<file path="src/rtl/muldiv_unit.sv">
// Iterative radix-2 multiply/divide unit holding the architectural HI/LO registers.
// Shift-add multiply and restoring divide on magnitudes, with a sign-fix pass before writeback.
module muldiv_unit #(
  parameter int WIDTH = 32,
  parameter int CNT_W = $clog2(WIDTH) + 1
) (
  input  logic             clk,
  input  logic             rst_n,
  input  logic             start_i,
  input  logic [1:0]       mdOp_i,
  input  logic [WIDTH-1:0] opA_i,
  input  logic [WIDTH-1:0] opB_i,
  input  logic             cancel_i,
  input  logic             writeHi_i,
  input  logic             writeLo_i,
  input  logic [WIDTH-1:0] wrData_i,
  output logic             busy_o,
  output logic             done_o,
  output logic             divZero_o,
  output logic [WIDTH-1:0] hi_o,
  output logic [WIDTH-1:0] lo_o
);

  typedef enum logic [1:0] {IDLE, CALC, FIX, DONE} state_e;

  state_e               state_q;
  logic [CNT_W-1:0]     cnt_q;
  logic [2*WIDTH-1:0]   acc_q;
  logic [WIDTH-1:0]     opB_q;
  logic [WIDTH-1:0]     origA_q;
  logic                 isDiv_q;
  logic                 bZero_q;
  logic                 negQ_q;
  logic                 negR_q;
  logic                 busy_q;
  logic                 done_q;
  logic                 divZero_q;
  logic [WIDTH-1:0]     hi_q;
  logic [WIDTH-1:0]     lo_q;

  logic                 aNeg;
  logic                 bNeg;
  logic [WIDTH-1:0]     absA;
  logic [WIDTH-1:0]     absB;
  logic [WIDTH:0]       mulSum;
  logic [WIDTH:0]       remShift;
  logic [WIDTH:0]       remDiff;
  logic [2*WIDTH-1:0]   mulStep_d;
  logic [2*WIDTH-1:0]   divStep_d;
  logic [2*WIDTH-1:0]   fixAcc_d;
  logic [WIDTH-1:0]     fixQ;
  logic [WIDTH-1:0]     fixR;

  // Divide keeps remainder in acc[2W-1:W] and shifts the dividend/quotient through acc[W-1:0].
  always_comb begin
    aNeg      = mdOp_i[0] & opA_i[WIDTH-1];
    bNeg      = mdOp_i[0] & opB_i[WIDTH-1];
    absA      = aNeg ? (~opA_i + WIDTH'(1)) : opA_i;
    absB      = bNeg ? (~opB_i + WIDTH'(1)) : opB_i;
    mulSum    = {1'b0, acc_q[2*WIDTH-1:WIDTH]} + (acc_q[0] ? {1'b0, opB_q} : {(WIDTH+1){1'b0}});
    mulStep_d = {mulSum, acc_q[WIDTH-1:1]};
    remShift  = {acc_q[2*WIDTH-1:WIDTH], acc_q[WIDTH-1]};
    remDiff   = remShift - {1'b0, opB_q};
    divStep_d = remDiff[WIDTH] ? {remShift[WIDTH-1:0], acc_q[WIDTH-2:0], 1'b0}
                               : {remDiff[WIDTH-1:0],  acc_q[WIDTH-2:0], 1'b1};
    fixQ      = negQ_q ? (~acc_q[WIDTH-1:0] + WIDTH'(1)) : acc_q[WIDTH-1:0];
    fixR      = negR_q ? (~acc_q[2*WIDTH-1:WIDTH] + WIDTH'(1)) : acc_q[2*WIDTH-1:WIDTH];
    if (isDiv_q) fixAcc_d = {fixR, fixQ};
    else         fixAcc_d = negQ_q ? (~acc_q + (2*WIDTH)'(1)) : acc_q;
  end

  always_ff @(posedge clk or negedge rst_n) begin
    if (!rst_n) begin
      state_q   <= IDLE;
      cnt_q     <= '0;
      acc_q     <= '0;
      opB_q     <= '0;
      origA_q   <= '0;
      isDiv_q   <= 1'b0;
      bZero_q   <= 1'b0;
      negQ_q    <= 1'b0;
      negR_q    <= 1'b0;
      busy_q    <= 1'b0;
      done_q    <= 1'b0;
      divZero_q <= 1'b0;
      hi_q      <= '0;
      lo_q      <= '0;
    end else begin
      done_q <= 1'b0;
      if (state_q == IDLE) begin
        if (start_i && !cancel_i) begin
          state_q <= CALC;
          cnt_q   <= CNT_W'(WIDTH);
          acc_q   <= {{WIDTH{1'b0}}, absA};
          opB_q   <= absB;
          origA_q <= opA_i;
          isDiv_q <= mdOp_i[1];
          bZero_q <= (opB_i == '0);
          negQ_q  <= aNeg ^ bNeg;
          negR_q  <= aNeg;
          busy_q  <= 1'b1;
        end else if (!start_i) begin
          if (writeHi_i) hi_q <= wrData_i;
          if (writeLo_i) lo_q <= wrData_i;
        end
      end else if (cancel_i) begin
        state_q <= IDLE;
        busy_q  <= 1'b0;
      end else begin
        case (state_q)
          CALC: begin
            acc_q <= isDiv_q ? divStep_d : mulStep_d;
            cnt_q <= cnt_q - CNT_W'(1);
            if (cnt_q == CNT_W'(1)) state_q <= FIX;
          end
          FIX: begin
            acc_q   <= fixAcc_d;
            state_q <= DONE;
          end
          default: begin
            // A zero divisor bypasses the datapath result and returns the untouched dividend.
            if (isDiv_q && bZero_q) begin
              hi_q <= origA_q;
              lo_q <= '1;
            end else begin
              hi_q <= acc_q[2*WIDTH-1:WIDTH];
              lo_q <= acc_q[WIDTH-1:0];
            end
            divZero_q <= isDiv_q & bZero_q;
            done_q    <= 1'b1;
            busy_q    <= 1'b0;
            state_q   <= IDLE;
          end
        endcase
      end
    end
  end

  assign busy_o    = busy_q;
  assign done_o    = done_q;
  assign divZero_o = divZero_q;
  assign hi_o      = hi_q;
  assign lo_o      = lo_q;

endmodule

</file>
<file path="config.mk">
export PLATFORM = sky130hd
export DESIGN_NAME = muldiv_unit
export DESIGN_NICKNAME = d
export VERILOG_FILES = /design/src/rtl/muldiv_unit.sv
export SDC_FILE = /design/constraint.sdc
export NUM_CORES = 1
export LEC_CHECK = 0
export CAP_MARGIN = 20
export CORE_ASPECT_RATIO = 1.1
export CORE_MARGIN = 10
export CORE_UTILIZATION = 55
export DETAILED_ROUTE_END_ITERATION = 10
export PLACE_DENSITY = 0.78
export SKIP_CTS_REPAIR_TIMING = 1
export SLEW_MARGIN = 20
export SYNTH_ARGS = -nofsm -noshare
export SYNTH_HDL_FRONTEND = slang
export SYNTH_SLANG_ARGS = --single-unit
export TNS_END_PERCENT = 1
</file>
<file path="constraint.sdc">
create_clock -name clk -period 5.55 [get_ports clk]
set_input_delay 1.665 -clock clk [delete_from_list [all_inputs] [get_ports clk]]
set_output_delay 1.665 -clock clk [all_outputs]
set_load 0.02 [all_outputs]
</file>
# [Yosys cells after proc, flatten, opt, wreduce, memory -nomap -nowiden]
# Cells that the tools add are included.
[totals] reg_bits=207 in_bits=104 output_inout_bits=67 wordCells=110
[op_classes] n_addsub=8 eq_ne=15 n_mux=43 n_bitwise=12 n_reduce_logical=17
[ops] cell="$mux 32" count=19
[ops] cell="$mux 64" count=7
[ops] cell="$add 32x1->32 const B" count=4
[ops] cell="$not 32->32" count=4
[ops] cell="$pmux 64 s2" count=1
[ops] cell="$add 64x1->64 const B" count=1
[ops] cell="$not 64->64" count=1
[ops] cell="$add 32x32->33" count=1
[ops] cell="$sub 33x32->33" count=1
[ops] cell="$logic_not 32->1" count=1
[ops] cell="$mux 6" count=4
[ops] cell="$reduce_and 5->1" count=3
[ops] cell="$ne 4x4->1 const B" count=3
[ops] cell="$mux 2" count=4
[ops] cell="$ne 2x2->1 const B" count=4
[ops] cell="$mux 1" count=7
[ops] cell="$eq 6x1->1 const B" count=1
[ops] cell="$ne 2x1->1 const B" count=3
[ops] cell="$reduce_and 2->1" count=3
[ops] cell="$reduce_and 3->1" count=2
[ops] cell="$sub 6x1->6 const B" count=1
[ops] cell="$pmux 2 s2" count=1
[ops] cell="$reduce_and 4->1" count=1
[ops] cell="$and 1x1->1" count=3
[ops] cell="other kinds (12)" count=15

# [Logic depth before layout (Yosys ltp)]
[logic_depth] word_depth=7 depth_mapped=14 ltp_nobuf=13

# [Least setup slack after synthesis]
# OpenSTA, ideal clock, no wires.
[synth_path] kind="input to register" from="in opA_i[17]" to="reg acc_q[29]" setup_time_ps=118 arrival_time_ps=3733 required_ps=5432 setup_slack_ps=1699 path_stages=9 path_buffers=0 path_cell_list="or4_1 nor4_1 nand2b_1 or4_1 nand2b_1 nand2_1 xor2_1 a211oi_1 a21o_1"
[synth_between] elab_chain_cells=5
[synth_rtl] element="start, declared" line_no="11" rtl="input logic [WIDTH-1:0] opA_i,"
[synth_rtl] element="$not 32->32" line_no="58" rtl="absA = aNeg ? (~opA_i + WIDTH'(1)) : opA_i;"
[synth_rtl] element="$add 32x1->32" line_no="58"
[synth_rtl] element="$mux 32" line_no="58"
[synth_rtl] element="$mux 64" line_no="91" rtl="if (start_i && !cancel_i) begin"
[synth_rtl] element="$mux 64" line_no="90" rtl="if (state_q == IDLE) begin"
[synth_rtl] element="end signal, assigned" line_no="94" rtl="acc_q <= {{WIDTH{1'b0}}, absA};"
[synth_rtl] element="end signal, assigned" line_no="112" rtl="acc_q <= isDiv_q ? divStep_d : mulStep_d;"
[synth_rtl] element="end signal, assigned" line_no="117" rtl="acc_q <= fixAcc_d;"
[synth_rtl] element="end, declared" line_no="28" rtl="logic [2*WIDTH-1:0] acc_q;"
# No other way between the ends. The select of a mux whose other input is x is not followed.
# A chain may end at the register's enable or synchronous reset.

# [Final worst setup path]
[layout_path] from="reg acc_q[31]" to="reg acc_q[56]"
[layout_between] elab_chain_cells=7 word_cells_on_any_way=10
[layout_rtl] element="$not 64->64" line_no="69" rtl="else fixAcc_d = negQ_q ? (~acc_q + (2*WIDTH)'(1)) : acc_q;"
[layout_rtl] element="$add 64x1->64" line_no="69"
[layout_rtl] element="$mux 64" line_no="69"
[layout_rtl] element="$mux 64" line_no="68" rtl="if (isDiv_q) fixAcc_d = {fixR, fixQ};"
[layout_rtl] element="$pmux 64 s2 *" line_no="110" rtl="case (state_q)"
[layout_rtl] element="$mux 64 *" line_no="106" rtl="end else if (cancel_i) begin"
[layout_rtl] element="$mux 64 *" line_no="90"
# Mark *: on every way between the ends. The rest lies on a longest branch, timed or not. The select of a mux whose other input is x is not followed.

==> impl_metrics.toml <==
[synth]
synth_edf_count = 0
commonest_register_cell_after_synthesis = "dfrtp_1"
most_frequent_cell_after_synthesis = "nand2_1"
synth-simple-area-share_pct = 21.4
synth_largest_area_cell = "dfrtp_1"
synth_fp_nets = 2304
post_synthesis_instance_area_um2 = 16500
synth.area.top_cells = "dfrtp_1 31%, o21ai_0 8.7%, nand2_1 7.2%"
synth_adder_area_share_pct = 5.85
ys.warnings.count = 0
yosys-mux-area-fraction_pct = 4.94
postSynthRegisterBits = 207
synth.cells.most_frequent = "316 x nand2_1, 286 x o21ai_0, 207 x dfrtp_1"
synth_top_cell_area_share_pct = 31.4
sequential_share_of_the_synthesized_area_pct = 31.4
compound_gate_fraction_of_synth_area_pct = 24.8
synth_area_per_cell_um2 = 7.77
synthXorXnorAreaFrac_pct = 7.01
async_reset_ff_share_pct = 100
synth_top_family_by_area = "compound AO/OA/AOI/OAI gates"
yosys.cell_types.count = 76
netlist_instances = 2124

[timing]
setup_repair_after_global_routing_missed_its_margin = "no"
period_share_pct = 76.8
number_of_max_slew_violations_in_the_final_report = 0
slew-limit-headroom_pct = 30.0
tightest_pin_transition_ps = 1050
max_freq_ghz = 0.234
setup_viol = 0
period_needed_ps = 4260
skew_ps = 18.9
finalHoldViolCount = 0
setup-tns-final_ps = 0

[layout]
final_net_count = 2404
layout.filler_cells = 2491
flow.area_growth_from_synthesis_pct = 17.1
drive_above_1_share_pct = 6.12
number_of_non_filler_instances_in_the_completed_layout = 2612
antenna_cells_inserted = 0

[critical_path]
timing.critical_path.required_ps = 5940
crit_fanout = 14
endpoint_kind = "flop"
critPathArrivalTime_ps = 4660
start_kind = "flop"
path_cells = "inv_1 > ha_1 > fa_1 > nand2b_1 > a21oi_1 > o21a_1 > o211ai_1 > and3_1 > a311oi_4 > buf_4 > mux2_2 > a21oi_1 > o211ai_1"
ff2ff_path_depth = 13
cp_slowest_stage_delay_ps = 800
crit_type = "flop to flop"
slowest_stage = "a311oi_4"

[grt]
number_of_global_route_vias_before_repair = 16118
grt_pass1_wl_um = 84000
grt_antenna_before_repair = 0
combined_global_route_utilization_of_all_metal_layers_pct = 27.3
grt_remaining_overflow = 0
pin_count_of_the_biggest_net_entering_global_routing = 104

[hold_path]
min_path_type = "flop to flop"
min_delay_path_depth = 2

[detailed_routing]
route.detailed.wl_per_inst_um = 20.2
drt_first_pass_iters = 7
post_drt_via_cell_ratio = 6.25
detailedRoute.firstIterationViolations = 1654
route.final.wire_length_um = 52700
antenna_violating_nets_post_route = 0
drcViolationCount = 0
number_of_vias_in_the_routed_layout = 16318

[power]
cellLeakagePower_nw = 8.52
vdd_drop_max_uv = 273
pwr_density_cell_nw_per_um2 = 606

[cts]
numClockSinks = 207
tritoncts = "done"
ctsRootBufferMaster = "clkbuf_16"
tritoncts.num_buffers = 24
clk_transition_reported_paths_ps = 60
h-tree-depth = 1
max-clock-path-buffers = 3
worst_skew_pair.late_latency_ps = 540

[placed_design]
gp_routability_congestion = 0.961
numPortBuffers = 170
post-place-cells = 2571
place_hpwl_um = 39300

[die]
die_area_um2 = 37300
die_width_um = 185
floorplan.rows = 66
fp.coreArea_um2 = 29600
start_util_pct = 55.8
io_pins = 171
floorplan.die.height_um = 202

[job]
timing.max_cap.violations = 0

[status]
status = "finished clean"
worst max-delay path: cells and delay by family (launching register included):
| family | cells | cell delay, ps |
|---|---|---|
| buffers and inverters | 2 | 520 |
| multiplexers | 1 | 360 |
| AND/OR/NAND/NOR | 2 | 390 |
| AO/OA/AOI/OAI | 6 | 1700 |
| adder cells (fa/ha/maj) | 2 | 670 |
| flip-flops | 1 | 460 |
layout by cell type (no fill, tap or decap), drive strengths merged, types with 31 or more instances in the layout:
cell,count
clkbuf,34
nor3,61
dfrtp,207
a21oi,136
ha,74
nor2,166
mux2,43
mux2i,33
buf,31
xnor2,74
a211oi,40
o21ai,290
nand2b,47
clkdlybuf4s50,169
xor2,58
inv,69
nand2,316
a21o,43
area by class of cell:
| cell class | count | area, um2 | share of cell area (%) |
|---|---|---|---|
| clock buffers | 33 | 676 | 3.50 |
| clock inverters | 7 | 135 | 0.699 |
| inverters | 70 | 263 | 1.36 |
| multi-input cells | 1720 | 10600 | 55.0 |
| flip-flops and latches | 207 | 5180 | 26.8 |
| well taps | 374 | 468 | 2.42 |
| repair buffers | 201 | 1970 | 10.2 |
sequential cells by signal, summed over array words and instances, names as in the netlist:
name and cells:
negQ_q 1, bZero_q 1, busy_o 1, opB_q 32, cnt_q 6, origA_q 32, state_q 2, hi_o 32
divZero_o 1, done_o 1, acc_q 64, negR_q 1, isDiv_q 1, lo_o 32
per-stage QoR:
stage	area (um2)	util, %	total power, mW	worst slack, ps	hold WS, ps
after floorplan	16500	-	7.65	1700	442
after global placement	18500	62.5	9.68	977	454
after detailed placement	18500	62.5	9.88	943	459
after CTS	19300	65.3	11.6	1330	473
after global routing	19300	65.4	12.6	1080	493
final	19300	65.4	11.7	1290	473
report_power, final:
part           internal [mW]  switching, mW
Combinational           2.77           4.29
Sequential              2.20          0.781
Clock                   1.03          0.642
Total                   6.00           5.71
cell families (layout without fill, tap and decap cells):
kind of cell             count (synthesis)  in the layout
flip-flops                             207            207
AO/OA/AOI/OAI                          675            675
buffers and inverters                  197            311
AND/OR/NAND/NOR                        761            761
adder cells (fa/ha/maj)                 76             76
multiplexers                            76             76
XOR/XNOR                               132            132
path summary, 6_finish.rpt:
kind                                         start                 endpoint  slack, ps
max                          acc_q[31]$_DFFE_PN0P_    acc_q[56]$_DFFE_PN0P_       1290
max reg2reg                  acc_q[31]$_DFFE_PN0P_    acc_q[56]$_DFFE_PN0P_       1290
min in group asynchronous                    rst_n     lo_o[24]$_DFFE_PN0P_       1220
min reg2reg                origA_q[18]$_DFFE_PN0P_  origA_q[18]$_DFFE_PN0P_        470
min                        origA_q[18]$_DFFE_PN0P_  origA_q[18]$_DFFE_PN0P_        470
max in group asynchronous                    rst_n      isDiv_q$_DFFE_PN0P_       3260
metal layers:
layer	global-route usage [%]	vias to the layer above	wire (um)
li1	-	7804	-
met5	0	-	0
met2	44.5	691	24400
met4	10.9	0	2070
met1	35.5	7676	22300
met3	3.78	147	3910
Power figures use the tool's default switching activity.
